[src/rtl/mram_access_ctrl.sv]
// Access controller for a 16-bit asynchronous MRAM shared by two requesters.
// Round-robin arbitration; setup/pulse/hold strobe sequencing; all outputs registered.
module mram_access_ctrl #(
  parameter int ADDR_W    = 16,
  parameter int SETUP_CYC = 1,
  parameter int PULSE_CYC = 2,
  parameter int HOLD_CYC  = 1
) (
  input  logic                SIM_CLK,
  input  logic                SIM_RST,
  input  logic [1:0]          req_valid,
  input  logic [1:0]          req_write,
  input  logic [2*ADDR_W-1:0] req_addr,
  input  logic [31:0]         req_wdata,
  input  logic [3:0]          req_be,
  output logic [1:0]          req_grant,
  output logic [1:0]          rsp_valid,
  output logic [15:0]         rsp_rdata,
  output logic [ADDR_W-1:0]   mem_addr,
  output logic                mem_E_n,
  output logic                mem_G_n,
  output logic                mem_W_n,
  output logic                mem_LB_n,
  output logic                mem_UB_n,
  output logic [15:0]         mem_dq_out,
  output logic                mem_dq_oe,
  input  logic [15:0]         mem_dq_in
);

  localparam int MAX_CYC = (SETUP_CYC > PULSE_CYC) ?
                           ((SETUP_CYC > HOLD_CYC) ? SETUP_CYC : HOLD_CYC) :
                           ((PULSE_CYC > HOLD_CYC) ? PULSE_CYC : HOLD_CYC);
  localparam int CNT_W   = $clog2(MAX_CYC + 1);

  typedef enum logic [2:0] {IDLE, SETUP, PULSE, HOLD, DONE} state_t;

  state_t              state;
  logic [CNT_W-1:0]    cnt;
  logic                last_gnt;   // 1 = requester 1 was granted most recently
  logic                lat_sel;
  logic                lat_write;
  logic [ADDR_W-1:0]   lat_addr;
  logic [15:0]         lat_wdata;
  logic [1:0]          lat_be;
  logic [15:0]         rd_buf;
  logic                pick;

  // With both requesting, the one not served last wins; otherwise the lone requester.
  always_comb begin
    pick = req_valid[1];
    if (req_valid == 2'b11) pick = ~last_gnt;
  end

  // Each state's registered outputs appear in the cycle after the edge that
  // processes that state, so a state spanning N edges shows N cycles of strobes.
  always_ff @(posedge SIM_CLK) begin
    // NOTE: every register here, including the latched request fields, is cleared
    // by the synchronous reset and updated with non-blocking assignments only.
    if (!SIM_RST) begin
      state      <= IDLE;
      cnt        <= '0;
      last_gnt   <= 1'b1;
      lat_sel    <= 1'b0;
      lat_write  <= 1'b0;
      lat_addr   <= '0;
      lat_wdata  <= '0;
      lat_be     <= '0;
      rd_buf     <= '0;
      req_grant  <= '0;
      rsp_valid  <= '0;
      rsp_rdata  <= '0;
      mem_addr   <= '0;
      mem_E_n    <= 1'b1;
      mem_G_n    <= 1'b1;
      mem_W_n    <= 1'b1;
      mem_LB_n   <= 1'b1;
      mem_UB_n   <= 1'b1;
      mem_dq_out <= '0;
      mem_dq_oe  <= 1'b0;
    end else begin
      req_grant <= '0;
      rsp_valid <= '0;
      case (state)
        IDLE: begin
          if (|req_valid) begin
            req_grant <= pick ? 2'b10 : 2'b01;
            last_gnt  <= pick;
            lat_sel   <= pick;
            lat_write <= req_write[pick];
            lat_addr  <= pick ? req_addr[2*ADDR_W-1:ADDR_W] : req_addr[ADDR_W-1:0];
            lat_wdata <= pick ? req_wdata[31:16] : req_wdata[15:0];
            lat_be    <= pick ? req_be[3:2] : req_be[1:0];
            cnt       <= CNT_W'(SETUP_CYC);
            state     <= SETUP;
          end
        end
        SETUP: begin
          mem_E_n  <= 1'b0;
          mem_G_n  <= 1'b1;
          mem_W_n  <= 1'b1;
          mem_addr <= lat_addr;
          if (lat_write) begin
            mem_dq_oe  <= 1'b1;
            mem_dq_out <= lat_wdata;
            mem_LB_n   <= ~lat_be[0];
            mem_UB_n   <= ~lat_be[1];
          end else begin
            mem_dq_oe <= 1'b0;
            mem_LB_n  <= 1'b0;
            mem_UB_n  <= 1'b0;
          end
          if (cnt == CNT_W'(1)) begin
            cnt   <= CNT_W'(PULSE_CYC);
            state <= PULSE;
          end else begin
            cnt <= cnt - 1'b1;
          end
        end
        PULSE: begin
          if (lat_write) mem_W_n <= 1'b0;
          else           mem_G_n <= 1'b0;
          if (cnt == CNT_W'(1)) begin
            cnt   <= CNT_W'(HOLD_CYC);
            state <= HOLD;
          end else begin
            cnt <= cnt - 1'b1;
          end
        end
        HOLD: begin
          mem_G_n <= 1'b1;
          mem_W_n <= 1'b1;
          // First HOLD edge closes the final G_n-low cycle: read data is settled here.
          if (cnt == CNT_W'(HOLD_CYC) && !lat_write) rd_buf <= mem_dq_in;
          if (cnt == CNT_W'(1)) state <= DONE;
          else                  cnt   <= cnt - 1'b1;
        end
        DONE: begin
          mem_E_n   <= 1'b1;
          mem_LB_n  <= 1'b1;
          mem_UB_n  <= 1'b1;
          mem_dq_oe <= 1'b0;
          rsp_valid <= lat_sel ? 2'b10 : 2'b01;
          rsp_rdata <= lat_write ? 16'h0000 : rd_buf;
          state     <= IDLE;
        end
        default: state <= IDLE;
      endcase
    end
  end

endmodule

[config.mk]
export PLATFORM = sky130hd
export DESIGN_NAME = mram_access_ctrl
export DESIGN_NICKNAME = d
export VERILOG_FILES = /design/src/rtl/mram_access_ctrl.sv
export SDC_FILE = /design/constraint.sdc
export NUM_CORES = 1
export LEC_CHECK = 0
export BUFFER_PORTS_ARGS = -buffer_cell sky130_fd_sc_hd__buf_4
export CORE_UTILIZATION = 55
export CTS_CLUSTER_SIZE = 16
export DETAILED_ROUTE_END_ITERATION = 7
export GPL_ROUTABILITY_DRIVEN = 0
export PLACE_DENSITY = 0.85
export SLEW_MARGIN = 5
export SYNTH_ARGS = -nofsm -noshare
export SYNTH_HDL_FRONTEND = slang
export SYNTH_SLANG_ARGS = --single-unit
[constraint.sdc]
create_clock -name SIM_CLK -period 2.8 [get_ports SIM_CLK]
set_clock_uncertainty 0.1 [all_clocks]
set_input_delay 0.14 -clock SIM_CLK [delete_from_list [all_inputs] [get_ports SIM_CLK]]
set_output_delay 0.14 -clock SIM_CLK [all_outputs]
set_load 0.05 [all_outputs]
==> results.json, run 1 <==
{
  "clk_pin_slew_ns": 0.05,
  "grt_max_degree": 89,
  "drt_pass1_iterations": 5,
  "synth_flop_cell": "dfxtp_1",
  "syn_inst": 540,
  "boundaryPins": 148,
  "setup_tns_ns": 0,
  "track_usage_pct": 33.58,
  "stdcell_count": 867,
  "routed_via_density": 5.850,
  "setup_viol": 0,
  "drc": 0,
  "synth_edf_count": 0,
  "post-route-cell-area_um2": 7258,
  "avgSynthCellArea_um2": 9.099,
  "status": "complete, no violations",
  "cap_violations": 0,
  "cp-end-kind": "flop",
  "hold_violations": 0,
  "power_frac_seq_pct": 38.5,
  "rsz0062_at_grt": "false",
  "num_vias": 5072,
  "path_max_fanout": 37,
  "pwr-share-comb_pct": 21.9,
  "seq_area_frac_synth_pct": 47.26,
  "slowest_delay_ns": 0.61,
  "clock_latency_ns": 0.52,
  "critPathKind": "flop to flop",
  "crit_arrival_ns": 2.91,
  "area_growth_pct": 47.72,
  "hp-class": "primary input to flop",
  "clkPwrFrac_pct": 39.7,
  "p_int_mw": 3.498,
  "antennaDiodeCount": 0,
  "gr-total-overflow": 0,
  "antenna_found_initial": 0,
  "dp.cells": 749,
  "crit_chain": "nor3_4, buf_4, a21oi_1, a311oi_2, dlygate4sd3_1",
  "rows": 34,
  "cp.required_ns": 3.15,
  "die_h_um": 96.52,
  "synth_async_sr_flop_share_pct": 0,
  "period_needed_ns": 2.556,
  "cts_max_path_buffers": 2,
  "yosysTopAreaCell": "dfxtp_1",
  "start_util_pct": 56.62,
  "yosys-top-cells-area": "dfxtp_1, nand2_1, a21oi_1, a311oi_2, buf_6",
  "drive_gt1_share_pct": 29.25,
  "placed_cell_area_um2": 5843,
  "die_w_um": 96.52,
  "routed_wl_mm": 15.48,
  "cts_htree_levels": 4,
  "p_per_area_nw_per_um2": 682.3,
  "fin_crit_sh_pct": 91.29,
  "critPathBufInv": 2,
  "cts_made_buffers": 17,
  "syn_nets": 634,
  "dp_hpwl_mm": 7.749,
  "yosysWarnings": 0,
  "grt_pass1_vias": 4831,
  "cts_tree": "done",
  "cp_top_family": "buffers and inverters",
  "netlist.area_leader.share_pct": 47.26,
  "p_leak_nw": 3.013,
  "yosys_register_bits": 116,
  "fin_nets": 841,
  "post-route-util_pct": 83.64,
  "switching_share_pct": 29.37,
  "core_area_um2": 8678,
  "synthesis.area_um2": 4913,
  "synth_cell_types": 46,
  "drtIter0Drc": 317,
  "power.net_switching_mw": 1.455,
  "postRouteAntennaNets": 0,
  "cts-root-buf": "clkbuf_8",
  "tightest_slew_ns": 1.078,
  "layout_common_cells": "buf_4, nand2_1, dfxtp_1",
  "io_buffers": 147,
  "slowest_stage": "dlygate4sd3_1",
  "maxSlewHeadroom_pct": 28.15,
  "vdd_drop_max_uv": 458.3,
  "grt_pass1_wl_mm": 23.46,
  "dieArea_um2": 9315,
  "totalPowerFinal_mw": 4.952,
  "max_freq_mhz": 391.2,
  "start_kind": "flop",
  "finalMaxSlewViolations": 0,
  "final_common_cell": "buf_4",
  "postCtsSetupBuffers": 0,
  "wl_per_cell_um": 17.85,
  "clkSinkCount": 116
}
[cells in the mapped netlist (all sizes together), types with 2 or more instances]
cell type  number
nand2         141
dfxtp         116
a21oi          89
buf            38
a311oi         35
o21ai          20
nand3          19
a22o           16
clkbuf         12
nor2            8
inv             6
nand2b          5
ha              4
o311ai          4
nor3b           3
and2            2
and3            2
nand4bb         2
o211ai          2
o31ai           2
[worst min-delay path: stages]
cell and delay (ns):
buf_4 0.09, nor4_1 0.06, o311ai_0 0.31, o31ai_1 0.07
[final timing paths]
path | slack (ns) | endpoint | cells after the start | start
worst max-delay path | 0.24 | lat_wdata[3]$_SDFFE_PN0P_ | 5 | state[1]$_SDFFE_PN0P_
worst min-delay path | 0.12 | cnt[0]$_SDFFE_PN0P_ | 4 | req_valid[1]
worst max register to register | 0.24 | lat_wdata[3]$_SDFFE_PN0P_ | 5 | state[1]$_SDFFE_PN0P_
worst min register to register | 0.32 | rsp_valid[0]$_SDFF_PN0_ | 1 | lat_sel$_SDFFE_PN0P_
[layer usage]
metal	vias up	track usage (%)	wire length, um
met1	2414	38.01	5834
li1	2318	-	-
met2	271	57.75	7898
met3	69	8.529	1035
met5	-	0	0
met4	0	18.14	711
[flip-flops by register name, summed over array words and instances (netlist names), 2 cells and up]
register    count
lat_addr       16
lat_wdata      16
mem_addr       16
mem_dq_out     16
rd_buf         16
rsp_rdata      16
state           3
cnt             2
lat_be          2
req_grant       2
rsp_valid       2
[area by class of cell]
cell class | count | area (um^2)
clock inverter | 9 | 80.08
fill | 478 | 1420
inverter | 7 | 27.53
clock buffer | 22 | 462.9
timing repair buffer | 238 | 2004
sequential | 116 | 2322
tap | 108 | 135.1
multi-input combinational | 367 | 2226
[timing repair]
item | in CTS | in global routing
hold buffers | 87 | 0
hold endpoints to repair | 61 | 0
endpoints found under the setup margin | 0 | 35
gates resized for setup | 0 | 1
[cells by family (layout without fill, tap and decap cells)]
family / Yosys count / in the layout / share of synthesized area [%]
compound gates: 173 / 173 / 26.56
fa+ha+maj: 4 / 4 / 1.019
buf+inv: 57 / 276 / 7.486
flops: 116 / 116 / 47.26
simple gates: 190 / 190 / 17.67
[per-stage QoR]
stage,setup WS (ns),hold WS [ns]
after floorplan,1.283,0.1877
after global placement,0.7111,0.2994
after detailed placement,0.6284,0.3067
after CTS,0.08164,0.1088
after global routing,0.1890,0.1654
final,0.2438,0.1200
[power by group through the flow]
stage               combinational, mW  clock (mW)  sequential, mW
CTS                              1.03        1.97            1.90
finish                           1.08        1.96            1.91
global route                     1.15        2.06            1.92
detailed placement              0.862           0            1.93
floorplan                       0.580           0            2.01
global placement                0.836           0            1.92
Power figures use the tool's default switching activity.
==> inputs of run 2 (changes only) <==
BUFFER_PORTS_ARGS = unset   (was -buffer_cell sky130_fd_sc_hd__buf_4)
DONT_BUFFER_PORTS = 1   (was unset)
PLACE_DENSITY = 0.7   (was 0.85)
==> run 2 against run 1 <==
- core utilization shrank 12 points
- flip-flop and latch count is the same
- combinational power shrank 29%
- via count shrank 16%
==> results.json, run 2 (synthesis gave the netlist of run 1 again) <==
{
  "critPathKind": "flop to flop",
  "tightest_slew_ns": 0.8180,
  "core_area_um2": 8678,
  "rsz0062_at_grt": "false",
  "hold_violations": 0,
  "track_usage_pct": 25.71,
  "cts_made_buffers": 17,
  "pwr-share-comb_pct": 15.5,
  "p_leak_nw": 2.327,
  "ff_latch_area_um2": 2322,
  "clkSinkCount": 116,
  "die_w_um": 96.52,
  "setup_viol": 0,
  "status": "complete, no violations",
  "power.net_switching_mw": 1.366,
  "clock_latency_ns": 0.50,
  "power_frac_seq_pct": 40.9,
  "multi_input_area_um2": 2226,
  "wl_per_cell_um": 16.78,
  "grt_pass1_vias": 3926,
  "fin_crit_sh_pct": 94.84,
  "fillers": 665,
  "cts_max_path_buffers": 2,
  "max_freq_mhz": 376.6,
  "die_h_um": 96.52,
  "switching_share_pct": 27.56,
  "fin_nets": 698,
  "cts_htree_levels": 4,
  "dp.cells": 604,
  "period_needed_ns": 2.656,
  "final_common_cell": "nand2_1",
  "gr-total-overflow": 0,
  "p_per_area_nw_per_um2": 793.0,
  "io_buffers": 0,
  "boundaryPins": 148,
  "drive_gt1_share_pct": 12.50,
  "postRouteAntennaNets": 0,
  "rows": 34,
  "drc": 0,
  "maxSlewHeadroom_pct": 45.15,
  "start_util_pct": 56.62,
  "path_max_fanout": 18,
  "antenna_found_initial": 1,
  "routed_wl_mm": 12.17,
  "r2r_cells": 5,
  "start_kind": "flop",
  "cp-end-kind": "flop",
  "vdd_drop_max_uv": 503.6,
  "cts_tree": "done",
  "cp.required_ns": 3.14,
  "cts-root-buf": "clkbuf_8",
  "clk_pin_slew_ns": 0.06,
  "finalMaxSlewViolations": 0,
  "grt_pass1_wl_mm": 18.28,
  "num_vias": 4240,
  "crit_arrival_ns": 3.00,
  "drtIter0Drc": 157,
  "drt_pass1_iterations": 4,
  "routed_via_density": 5.848,
  "dp_hpwl_mm": 6.979,
  "min_path_cells": 3,
  "p_int_mw": 3.590,
  "grt_max_degree": 44,
  "post-route-util_pct": 72.02,
  "setup_tns_ns": 0,
  "stdcell_count": 725,
  "layout_common_cells": "nand2_1, dfxtp_1, dlygate4sd3_1",
  "area_growth_pct": 27.20,
  "hold_ws_ns": 0.03675,
  "dieArea_um2": 9315,
  "clkPwrFrac_pct": 43.6,
  "hp-class": "primary input to flop",
  "cap_violations": 0
}
==> run 2: cell count changes in the layout (fill, tap and decap cells not counted) <==
| cell | change |
|---|---|
| clkbuf_8 | +1 |
| clkinv_2 | -2 |
| clkinv_4 | +1 |
| diode_2 | +1 |
| buf_4 | -145 |
| dlygate4sd3_1 | +2 |
| bufinv_16 | +2 |
| clkinvlp_4 | -2 |
==> run 2: layout make-up <==
class	instances	area share, %
diodes	1	0.04004
inverters	7	0.4404
well taps	108	2.162
clock inverters	8	1.982
flip-flops and latches	116	37.16
clock buffers	23	7.628
repair buffers	95	14.97
multi-input cells	367	35.62
==> run 2: through the flow <==
| step | setup WS (ns) | cell area [um^2] | power, mW |
|---|---|---|---|
| global placement | 0.6474 | 4755 | 2.622 |
| CTS | 0.08432 | 6246 | 4.958 |
| floorplan | 1.283 | 4913 | 2.587 |
| finish | 0.1443 | 6250 | 4.956 |
| detailed placement | 0.5904 | 4755 | 2.638 |
| global route | 0.04855 | 6250 | 5.154 |
==> run 2: worst max-delay path, cell delays in order (launching register included) <==
cell and delay, ns:
dfxtp_1 0.34, a21boi_4 0.14, dlygate4sd3_1 0.97, nand2_1 0.17, a311oi_2 0.29, dlygate4sd3_1 0.58
==> run 2: path summary, 6_finish.rpt <==
check                        startpoint                        end  slack [ns]
setup reg to reg  last_gnt$_SDFFE_PN1P_  lat_wdata[7]$_SDFFE_PN0P_        0.14
hold reg to reg    lat_sel$_SDFFE_PN0P_    rsp_valid[0]$_SDFF_PN0_        0.32
setup / recovery  last_gnt$_SDFFE_PN1P_  lat_wdata[7]$_SDFFE_PN0P_        0.14
hold / removal             req_valid[0]        cnt[1]$_SDFFE_PN0P_        0.04
==> run 2: layer usage <==
layer | track usage, % | wire (um) | vias up
li1 | - | - | 2043
met1 | 29.30 | 5015 | 2020
met2 | 43.66 | 6098 | 158
met3 | 9.077 | 838 | 19
met4 | 10.54 | 211 | 0
met5 | 0 | 0 | -
==> run 2: power groups by stage <==
stage | Clock (mW) | Sequential, mW | Combinational [mW]
after floorplan | 0 | 2.01 | 0.580
after global placement | 0 | 2.06 | 0.566
after detailed placement | 0 | 2.06 | 0.578
after CTS | 2.18 | 2.03 | 0.751
after global routing | 2.26 | 2.05 | 0.844
final | 2.16 | 2.03 | 0.769
==> run 2: repair_timing <==
action / CTS / global route
setup buffers: 0 / 0
hold endpoints to repair: 82 / 0
resized for setup: 0 / 1
hold buffers: 89 / 0
setup endpoints to repair: 0 / 35
==> inputs of run 3 (changes only) <==
ABC_AREA = 0   (was unset)
CORE_ASPECT_RATIO = 0.7   (was unset)
==> run 3 against run 2 <==
- worst hold slack better by 0.0051 ns
- combinational power is 4.4% higher
- die area hardly changed
- final area is 0.40% higher
- sequential power hardly changed
- flip-flop and latch count stayed put
- setup slack better by 0.13 ns
- sequential share of layout area is 0.15 points lower
- via count is 0.66% higher
- register-to-register slack better by 0.13 ns
==> results.json, run 3 (synthesis gave the netlist of run 1 again) <==
{
  "status": "complete, no violations",
  "tightest_slew_ns": 0.8184,
  "r2r_cells": 5,
  "die_h_um": 81.08,
  "cts_made_buffers": 17,
  "rsz0062_at_grt": "false",
  "clkSinkCount": 116,
  "postCtsSetupBuffers": 0,
  "postRouteAntennaNets": 0,
  "gr-total-overflow": 0,
  "maxSlewHeadroom_pct": 45.13,
  "dieArea_um2": 9322,
  "grt_pass1_vias": 4142,
  "wl_per_cell_um": 17.99,
  "grt_pass1_wl_mm": 20.40,
  "drive_gt1_share_pct": 12.66,
  "start_kind": "flop",
  "cp-end-kind": "flop",
  "start_util_pct": 57.48,
  "cp.required_ns": 3.04,
  "core_area_um2": 8548,
  "routed_wl_mm": 13.24,
  "cts-root-buf": "clkbuf_16",
  "dp.cells": 617,
  "io_buffers": 0,
  "fin_nets": 698,
  "period_needed_ns": 2.521,
  "clock_latency_ns": 0.41,
  "hp-class": "primary input to flop",
  "cts_htree_levels": 4,
  "cts_tree": "done",
  "drtIter0Drc": 388,
  "final_common_cell": "nand2_1",
  "grt_max_degree": 42,
  "fin_crit_sh_pct": 90.03,
  "num_vias": 4268,
  "drc": 0,
  "p_leak_nw": 2.335,
  "track_usage_pct": 28.85,
  "drt_pass1_iterations": 5,
  "clk_pin_slew_ns": 0.05,
  "vdd_drop_max_uv": 598.4,
  "stdcell_count": 736,
  "post-route-util_pct": 73.40,
  "critPathKind": "flop to flop",
  "setup_viol": 0,
  "cts_max_path_buffers": 2,
  "crit_arrival_ns": 2.76,
  "boundaryPins": 148,
  "cap_violations": 0,
  "hold_violations": 0,
  "setup_tns_ns": 0,
  "min_path_cells": 3,
  "max_freq_mhz": 396.7,
  "finalMaxSlewViolations": 0,
  "dp_hpwl_mm": 7.461,
  "antennaDiodeCount": 0,
  "antenna_found_initial": 0,
  "path_max_fanout": 37,
  "layout_common_cells": "nand2_1, dfxtp_1, dlygate4sd3_1",
  "routed_via_density": 5.799,
  "rows": 28,
  "p_per_area_nw_per_um2": 806.8,
  "die_w_um": 115.0,
  "area_growth_pct": 27.71
}
run 3: cell count changes in the layout (fill, tap and decap cells not counted):
| cell | change |
|---|---|
| clkbuf_8 | -3 |
| clkinv_2 | +2 |
| buf_4 | +1 |
| bufinv_16 | +1 |
| clkbuf_16 | +1 |
| clkinv_4 | -1 |
| diode_2 | -1 |
| dlygate4sd3_1 | -1 |
run 3: layer usage:
metal  share of wire [%]  up-vias  GRT usage [%]
li1                    -     2040              -
met1                  42     2036          36.18
met2                  48      175          46.45
met3                 8.2       17          9.403
met4                 1.2        0          11.04
met5                   0        -              0
run 3: power by group:
group          switching, mW  internal [mW]  total, mW
Clock                  0.718           1.52       2.24
Sequential             0.232           1.79       2.02
Combinational          0.441          0.362      0.803
run 3: critical path: stages, from the launching register on:
cell	delay [ns]
dfxtp_1	0.54
nor3_4	0.28
buf_4	0.41
a21oi_1	0.15
a311oi_1	0.35
dlygate4sd3_1	0.63
run 3: area by class of cell:
| class | instances | area [um^2] |
|---|---|---|
| flip-flops and latches | 116 | 2322 |
| repair buffers | 95 | 933.4 |
| multi-input cells | 367 | 2226 |
| fillers | 627 | 2273 |
| well taps | 120 | 150.1 |
| clock buffers | 21 | 460.4 |
| clock inverters | 10 | 155.1 |
| inverters | 7 | 27.53 |
run 3: path summary, 6_finish.rpt:
| path | start | slack [ns] | endpoint |
|---|---|---|---|
| worst max-delay path | state[1]$_SDFFE_PN0P_ | 0.28 | lat_addr[9]$_SDFFE_PN0P_ |
| worst min-delay path | req_valid[1] | 0.04 | req_grant[1]$_SDFF_PN0_ |
| worst max register to register | state[1]$_SDFFE_PN0P_ | 0.28 | lat_addr[9]$_SDFFE_PN0P_ |
| worst min register to register | lat_sel$_SDFFE_PN0P_ | 0.32 | rsp_valid[0]$_SDFF_PN0_ |
run 3: what timing repair did:
item,in CTS,in global routing
gates resized for setup,0,1
endpoints found under the hold margin,65,0
endpoints found under the setup margin,0,35
hold buffers,88,0
run 3: stage by stage:
stage	hold WS (ns)	instance area (um^2)	power, mW	setup slack [ns]
global placement	0.1209	4777	2.626	0.6688
detailed placement	0.1189	4777	2.652	0.5969
finish	0.04188	6275	5.063	0.2791
floorplan	0.1877	4913	2.587	1.283
global route	0.04697	6275	5.259	0.1384
CTS	0.03328	6274	5.060	0.04469
